$ cat src/rtl/uart_pkg.sv
// rtl/uart_pkg.sv - shared UART state encoding, default bit period and vote helper
// Optional PARITY state is present only when UART_RX_PARITY_EN is defined.
package uart_pkg;

    localparam int DEFAULT_CLKS_PER_BIT = 10416;

    typedef enum logic [2:0] {
        IDLE,
        START,
        DATA,
`ifdef UART_RX_PARITY_EN
        PARITY,
`endif
        STOP,
        WAIT_HIGH
    } uart_state_t;

    function automatic logic maj3(input logic a, input logic b, input logic c);
        return (a & b) | (a & c) | (b & c);
    endfunction

endpackage

$ cat src/rtl/uart_sync.sv
// rtl/uart_sync.sv - two-flop synchronizer for an asynchronous single-bit input
module uart_sync #(
    parameter logic RESET_VAL = 1'b1
) (
    input  logic clk,
    input  logic rst,
    input  logic d,
    output logic q
);

    logic meta;

    always_ff @(posedge clk) begin
        if (rst) begin
            meta <= RESET_VAL;
            q    <= RESET_VAL;
        end else begin
            meta <= d;
            q    <= meta;
        end
    end

endmodule

$ cat src/rtl/uart_rx_sampler.sv
// rtl/uart_rx_sampler.sv - UART receiver with 3-sample majority vote per bit
// Define UART_RX_PARITY_EN to add an even-parity bit and the parity_err output.
module uart_rx_sampler
    import uart_pkg::*;
#(
    parameter int CLKS_PER_BIT = DEFAULT_CLKS_PER_BIT
) (
    input  logic       clk,
    input  logic       rst,
    input  logic       rx,
    output logic [7:0] rx_data,
    output logic       rx_valid,
    output logic       frame_err,
    output logic       busy
`ifdef UART_RX_PARITY_EN
    ,
    output logic       parity_err
`endif
);

    localparam logic [15:0] ST_S0  = 16'(CLKS_PER_BIT / 2 - 1);
    localparam logic [15:0] ST_S1  = 16'(CLKS_PER_BIT / 2);
    localparam logic [15:0] ST_S2  = 16'(CLKS_PER_BIT / 2 + 1);
    localparam logic [15:0] BIT_S0 = 16'(CLKS_PER_BIT - 2);
    localparam logic [15:0] BIT_S1 = 16'(CLKS_PER_BIT - 1);

    logic        rxs;
    uart_state_t state, state_n;
    logic [15:0] cnt, cnt_n;
    logic [2:0]  bit_cnt, bit_cnt_n;
    logic [7:0]  shift, shift_n;
    logic [7:0]  data_n;
    logic        s0, s0_n, s1, s1_n;
    logic        pend, pend_n;
    logic        valid_n, ferr_n;
    logic        vote;
`ifdef UART_RX_PARITY_EN
    logic        par_bad, par_bad_n;
    logic        perr_n;
`endif

    uart_sync #(.RESET_VAL(1'b1)) u_sync (
        .clk (clk),
        .rst (rst),
        .d   (rx),
        .q   (rxs)
    );

    assign busy = (state != IDLE);

    always_ff @(posedge clk) begin
        if (rst) begin
            state     <= IDLE;
            cnt       <= '0;
            bit_cnt   <= '0;
            shift     <= '0;
            s0        <= 1'b1;
            s1        <= 1'b1;
            pend      <= 1'b0;
            rx_data   <= '0;
            rx_valid  <= 1'b0;
            frame_err <= 1'b0;
`ifdef UART_RX_PARITY_EN
            par_bad    <= 1'b0;
            parity_err <= 1'b0;
`endif
        end else begin
            state     <= state_n;
            cnt       <= cnt_n;
            bit_cnt   <= bit_cnt_n;
            shift     <= shift_n;
            s0        <= s0_n;
            s1        <= s1_n;
            pend      <= pend_n;
            rx_data   <= data_n;
            rx_valid  <= valid_n;
            frame_err <= ferr_n;
`ifdef UART_RX_PARITY_EN
            par_bad    <= par_bad_n;
            parity_err <= perr_n;
`endif
        end
    end

    // Bit periods are exactly CLKS_PER_BIT long: the counter wraps after the
    // M sample and the third (M+1) sample is voted in the first cycle of the
    // following period, flagged by pend.
    always_comb begin
        state_n   = state;
        cnt_n     = cnt + 16'd1;
        bit_cnt_n = bit_cnt;
        shift_n   = shift;
        s0_n      = s0;
        s1_n      = s1;
        pend_n    = 1'b0;
        data_n    = rx_data;
        valid_n   = 1'b0;
        ferr_n    = 1'b0;
`ifdef UART_RX_PARITY_EN
        par_bad_n = par_bad;
        perr_n    = 1'b0;
`endif
        vote      = maj3(s0, s1, rxs);

        case (state)
            IDLE: begin
                cnt_n = '0;
                if (!rxs) begin
                    state_n   = START;
                    bit_cnt_n = '0;
                end
            end
            START: begin
                if (cnt == ST_S0) s0_n = rxs;
                if (cnt == ST_S1) s1_n = rxs;
                if (cnt == ST_S2) begin
                    cnt_n   = '0;
                    state_n = vote ? IDLE : DATA;
                end
            end
            WAIT_HIGH: begin
                cnt_n = '0;
                if (rxs) state_n = IDLE;
            end
            default: begin
                if (cnt == BIT_S0) s0_n = rxs;
                if (cnt == BIT_S1) begin
                    s1_n   = rxs;
                    cnt_n  = '0;
                    pend_n = 1'b1;
                end
                if (pend) begin
                    case (state)
                        DATA: begin
                            shift_n   = {vote, shift[7:1]};
                            bit_cnt_n = bit_cnt + 3'd1;
                            if (bit_cnt == 3'd7) begin
                                cnt_n = '0;
`ifdef UART_RX_PARITY_EN
                                state_n = PARITY;
`else
                                state_n = STOP;
`endif
                            end
                        end
`ifdef UART_RX_PARITY_EN
                        PARITY: begin
                            par_bad_n = (^shift) ^ vote;
                            cnt_n     = '0;
                            state_n   = STOP;
                        end
`endif
                        STOP: begin
                            cnt_n = '0;
                            if (vote) begin
                                state_n = IDLE;
`ifdef UART_RX_PARITY_EN
                                if (par_bad) begin
                                    perr_n = 1'b1;
                                end else begin
                                    valid_n = 1'b1;
                                    data_n  = shift;
                                end
`else
                                valid_n = 1'b1;
                                data_n  = shift;
`endif
                            end else begin
                                ferr_n  = 1'b1;
                                state_n = WAIT_HIGH;
                            end
                        end
                        default: state_n = IDLE;
                    endcase
                end
            end
        endcase
    end

endmodule

$ cat config.mk
export PLATFORM = sky130hd
export DESIGN_NAME = uart_rx_sampler
export DESIGN_NICKNAME = d
export VERILOG_FILES = /design/src/rtl/uart_pkg.sv /design/src/rtl/uart_sync.sv /design/src/rtl/uart_rx_sampler.sv
export SDC_FILE = /design/constraint.sdc
export NUM_CORES = 1
export LEC_CHECK = 0
export CORE_ASPECT_RATIO = 1.4
export CORE_MARGIN = 3
export CORE_UTILIZATION = 40
export CTS_BUF_LIST = sky130_fd_sc_hd__clkbuf_4 sky130_fd_sc_hd__clkbuf_8
export CTS_CLUSTER_SIZE = 30
export DETAILED_ROUTE_END_ITERATION = 10
export PLACE_DENSITY = 0.57
export SLEW_MARGIN = 20
export SYNTH_ARGS = -nofsm -noshare
export SYNTH_HDL_FRONTEND = slang
export SYNTH_HIERARCHICAL = 1
export SYNTH_SLANG_ARGS = --single-unit
$ cat constraint.sdc
create_clock -name clk -period 2.03 [get_ports clk]
set_input_delay 0.203 -clock clk [delete_from_list [all_inputs] [get_ports clk]]
set_output_delay 0.203 -clock clk [all_outputs]
set_load 0.05 [all_outputs]
==> impl_metrics.yaml, run 1 <==
floorplan:
  io_pins: 14
  die_x_um: 65.3
  fp.dieH_um: 89.1
  start_util_pct: 42.5
  core-area_sq_um: 4640
  die_area_sq_um: 5820
  rows: 29
finish:
  layout.cells.non_filler: 305
  finalNetCount: 251
  drive_above_1_share_pct: 9.47
  fin_util_pct: 49.2
  diodes: 0
  mostFrequentLayoutCells: "dfxtp_1 (45), nor2_1 (33), nand2_1 (31)"
  mostFrequentLayoutCell: "dfxtp_1"
  area_growth_pct: 16.0
cts:
  cts_setup_buffers: 0
  cts_tree: "done"
  clk_latency_ns: 0.31
  cts_root_buffer: "clkbuf_8"
  clkTransAtPathRegs_ns: 0.10
  cts_resized: 0
  hold_buffers: 0
  htree_levels: 2
  cts_inserted_buffers: 5
  ctsLongestPathBuffers: 2
  clock-sinks: 45
setup_path:
  crit_path_top_delay_cell: "or4_1"
  crit_chain: "ha_1 -> ha_1 -> nand2_1 -> o211ai_1 -> nand3_1 -> or4_1 -> a21oi_1"
  r2r_end: "state[1]"
  critical_path.endpoint_type: "register"
  crit_family: "simple AND/OR/NAND/NOR gates"
  cp-startpoint: "bit_cnt[0]"
  worstPathRequired_ns: 2.27
  critical_path_class: "register to register"
  rr_startpoint: "bit_cnt[0]"
  cp_common_cell: "ha_1"
  cp.buffers_inverters: 0
  r2r_slack_ns: 0.33
  critPathMaxStageDelay_ns: 0.50
  arrival_ns: 1.94
  setup.worst_path.start_class: "register"
  cp-endpoint: "state[1]"
  crit_fanout: 5
  crit_cells: 7
  r2r_cells: 7
synthesis:
  syn_area_sq_um: 1970
  yosys.area.top_type_share_pct: 45.7
  synth_seq_area_share_pct: 45.7
  syn_inst: 224
  yosysWarnings: 6
  synth_cell_type_count: 41
  ys_ff_latch: 45
  synth_top_area_cell: "dfxtp_1"
  synthTopCellsByArea: "dfxtp_1 (46%), nor2_1 (6.3%), nand2_1 (5.9%), mux2i_1 (5.6%), ha_1 (3.8%)"
  syn_nets: 233
  avgSynthCellArea_sq_um: 8.80
route:
  viasPerCell: 5.13
  wl_per_cell_um: 12.7
  postRouteAntennaNets: 0
  first_pass_iters: 4
  wl_mm: 3.88
  dr_total_vias: 1566
  drcViolationCount: 0
  dr.first_iter.drc_count: 65
timing:
  fmax_ghz: 0.589
  fin_crit_ns: 1.70
  tightest_slew_ns: 0.506
  slew_headroom_pct: 66.2
  setup_tns_ns: 0
  hold_violations: 0
  rsz0062_at_grt: "false"
  post-route-period-util_pct: 83.7
  slew_viol_final: 0
  setup_violations: 0
  fin_worst_skew_ns: 0.0133
placed_design:
  gp_congestion: 0.796
  portBuffers: 13
  dp_cells: 297
  post-dp-hpwl_mm: 2.89
flow_run:
  drv_cap: 0
global_routing:
  grt_max_degree: 26
  grt_pass1_wl_mm: 6.89
  track_usage_pct: 15.2
  antenna_found_initial: 0
  gr-total-overflow: 0
  grt_pass1_vias: 1568
hold_path:
  hold_path_class: "register to register"
outcome:
  outcome: "finished clean"
power:
  ir_worst_vdd_mv: 0.371
  leakage_nw: 0.845
  power.density_nw_per_um2: 687
## cell families after synthesis
| kind of cell | count (synthesis) | synth area share (%) |
|---|---|---|
| AO/OA/AOI/OAI | 26 | 8.06 |
| flip-flops | 45 | 45.7 |
| AND/OR/NAND/NOR | 106 | 27.0 |
| multiplexers | 11 | 5.58 |
| adder cells (fa/ha/maj) | 7 | 4.31 |
| buffers and inverters | 15 | 3.17 |
| XOR/XNOR | 14 | 6.22 |
## synth_stat cells
library cell,number
o211ai_1,1
nand2b_1,1
a31o_2,1
o21ai_0,5
nand2_1,31
xnor2_1,7
a22oi_1,2
o22ai_1,1
a2bb2oi_1,1
nand4_1,7
or4_1,1
maj3_1,1
buf_1,1
nor2b_1,2
o32ai_1,1
nor4_1,2
nand3b_1,2
inv_1,5
nor3_1,4
nand3_1,8
nor4_4,1
o21ai_2,1
and4bb_2,2
and4_1,2
a21o_1,1
mux2i_1,11
xor2_1,7
nor4b_1,1
a21oi_1,11
and3_1,3
nor2_1,33
buf_4,1
buf_2,2
nor3_2,1
nor3b_1,1
o21a_1,1
dfxtp_1,45
ha_1,6
or2_1,2
or3_1,2
clkbuf_1,6
## final cells by class
class                      count  area [sq um]
clock buffer                   5          68.8
multi-input combinational    164          1010
tap                           62          77.6
inverter                       5          18.8
clock inverter                 3          25.0
timing repair buffer          21           188
sequential                    45           901
fill                         491          2360
## state kept, by name, summed over array words and instances (netlist names)
register and flops:
cnt 16, rx_data 8, shift 8, bit_cnt 3, state 3, frame_err 1
pend 1, rx_valid 1, s0 1, s1 1, u_sync/meta 1, u_sync/q 1
## metrics by stage
step	total power (W)	instance area, sq um	hold slack (ns)	worst slack, ns
6_report	0.00157	2290	0.424	0.331
5_1_grt	0.00163	2290	0.457	0.141
4_1_cts	0.00159	2290	0.431	0.315
3_5_place_dp	0.00101	2190	0.420	0.347
3_3_place_gp	0.00101	2190	0.406	0.357
2_1_floorplan	0.000983	1970	0.300	0.447
## layer usage
metal  global-route usage (%)  wire length, um
met1                     15.6             1650
met2                     28.8             2010
met3                     4.28              138
met4                     6.23               73
met5                        0                0
## worst min path at each step
stage | depth (start not counted) | slack, ns | endpoint | startpoint
floorplan | 1 | 0.30 | u_sync/meta | rx
global placement | 1 | 0.41 | u_sync/q | u_sync/meta
detailed placement | 1 | 0.42 | u_sync/q | u_sync/meta
CTS | 1 | 0.43 | u_sync/q | u_sync/meta
global route | 1 | 0.46 | u_sync/q | u_sync/meta
finish | 1 | 0.42 | u_sync/q | u_sync/meta
## report_power, final
part,internal [W],switching [W]
clock,0.000249,0.000330
combinational,0.0000365,0.0000558
sequential,0.000889,0.0000101
total,0.00117,0.000396
Power figures use the tool's default switching activity.
==> run 2, diff against run 1 <==
==> constraint.sdc (replaced) <==
create_clock -name clk -period 1.7 [get_ports clk]
set_input_delay 0.17 -clock clk [delete_from_list [all_inputs] [get_ports clk]]
set_output_delay 0.17 -clock clk [all_outputs]
set_load 0.05 [all_outputs]
==> impl_metrics.yaml, run 2 (same netlist as run 1, synthesis figures left out) <==
setup_path:
  arrival_ns: 1.88
  worstPathRequired_ns: 1.93
  critical_path.endpoint_type: "register"
  critPathMaxStageDelay_ns: 0.42
  crit_fanout: 4
  crit_chain: "nor4_4 -> nand3_1 -> o21a_1 -> or4_1 -> a21oi_2"
  setup.worst_path.start_class: "register"
  critical_path_class: "register to register"
  crit_path_top_delay_cell: "or4_1"
global_routing:
  met1_usage_pct: 16.3
  grtUsageMet3_pct: 3.90
  grt_max_degree: 24
  grt-busiest-layer: "met2"
  grt_pass1_vias: 1572
  track_usage_pct: 15.1
  gr-usage-met2_pct: 27.8
  gr-total-overflow: 0
  grt_pass1_wl_mm: 6.81
  antenna_found_initial: 0
finish:
  layout.cells.non_filler: 325
  mostFrequentLayoutCells: "dfxtp_1 (41), nor2_1 (33), nand2_1 (31)"
  mostFrequentLayoutCell: "dfxtp_1"
  diodes: 0
  regMostFlops: "cnt"
  drive_above_1_share_pct: 20.5
  area_growth_pct: 27.1
  largest_reg_flops: 16
  finalNetCount: 271
  reg_top3: "cnt (16), rx_data (8), shift (8)"
  final_cell_area_sq_um: 2510
timing:
  slew_viol_final: 0
  setup_tns_ns: 0
  rsz0062_at_grt: "true"
  tightest_slew_ns: 0.496
  fin_crit_ns: 1.66
  fin_worst_skew_ns: 0.00984
  slew_headroom_pct: 66.8
  setup_violations: 0
  post-route-period-util_pct: 97.4
  fmax_ghz: 0.604
  hold_violations: 0
outcome:
  outcome: "finished clean"
floorplan:
  io_pins: 14
  rows: 29
  start_util_pct: 42.5
  core-area_sq_um: 4640
  die_area_sq_um: 5820
  die_x_um: 65.3
  fp.dieH_um: 89.1
power:
  leakage_nw: 0.963
  power.density_nw_per_um2: 754
  ir_worst_vdd_mv: 0.709
route:
  viasPerCell: 4.97
  wl_mm: 4.04
  dr_total_vias: 1616
  drcViolationCount: 0
  dr.first_iter.drc_count: 40
  first_pass_iters: 4
  postRouteAntennaNets: 0
  wl_per_cell_um: 12.4
cts:
  clock-sinks: 45
  ctsLongestPathBuffers: 2
  cts_tree: "done"
  clkTransAtPathRegs_ns: 0.09
  htree_levels: 2
  cts_inserted_buffers: 5
  cts_root_buffer: "clkbuf_8"
  clk_latency_ns: 0.30
placed_design:
  post-dp-hpwl_mm: 2.95
  dp_cells: 316
  gp_congestion: 0.823
  portBuffers: 13
  place_area_sq_um: 2360
hold_path:
  hold_path_class: "register to register"
flow_run:
  drv_cap: 0
-- run 2: path summary, 6_finish.rpt --
check	from	endpoint	slack (ns)	cells past startpoint
hold / removal	u_sync/meta	u_sync/q	0.43	1
setup reg to reg	cnt[14]	state[1]	0.04	5
hold reg to reg	u_sync/meta	u_sync/q	0.43	1
setup / recovery	cnt[14]	state[1]	0.04	5
-- run 2: report_power, final --
group          switching (W)  internal [W]  leakage (nW)
clock network       0.000384      0.000297        0.0447
logic              0.0000790     0.0000634         0.554
registers         0.00000474       0.00106         0.365
total               0.000468       0.00142         0.963
-- run 2: final cells by class --
| class | count | area, sq um |
|---|---|---|
| inverters | 5 | 18.8 |
| fillers | 469 | 2140 |
| repair buffers | 41 | 363 |
| clock inverters | 3 | 25.0 |
| flip-flops and latches | 45 | 906 |
| clock buffers | 5 | 68.8 |
| well taps | 62 | 77.6 |
| multi-input cells | 164 | 1050 |
-- run 2: layer usage --
metal  routed length [um]  part of all wire [%]
met1                 1780                    44
met2                 2090                    52
met5                    0                     0
met3                   98                   2.4
met4                   74                   1.8
-- run 2: per-stage QoR --
stage | util (%) | worst slack [ns] | hold slack, ns | power [W]
2_1_floorplan | - | 0.117 | 0.267 | 0.00117
3_3_place_gp | 50.8 | 0.0498 | 0.392 | 0.00123
3_5_place_dp | 50.8 | 0.0415 | 0.415 | 0.00123
4_1_cts | 52.9 | 0.0204 | 0.431 | 0.00192
5_1_grt | 54.0 | -0.0448 | 0.460 | 0.00198
6_report | 54.0 | 0.0437 | 0.433 | 0.00189
-- run 2: what timing repair did --
| action | in CTS | in global routing |
|---|---|---|
| gates resized for setup | 0 | 11 |
| setup endpoints to repair | 0 | 20 |
| setup buffers | 0 | 1 |
| hold buffers | 0 | 0 |
-- run 2: critical path: cells and delay by family (launching register included) --
kind,cells,cell delay [ns]
and+or+nand+nor,3,0.90
AOI/OAI and AO/OA,2,0.34
DFF,1,0.36
==> run 3, diff against run 2 <==
--- a/config.mk
+++ b/config.mk
@@ -12,6 +12,7 @@
 export CTS_CLUSTER_SIZE = 30
 export DETAILED_ROUTE_END_ITERATION = 10
 export PLACE_DENSITY = 0.57
+export SKIP_CTS_REPAIR_TIMING = 1
 export SLEW_MARGIN = 20
 export SYNTH_ARGS = -nofsm -noshare
 export SYNTH_HDL_FRONTEND = slang
==> results of run 3 <==
Final layout, timing and power as in run 2 (identical DEF).
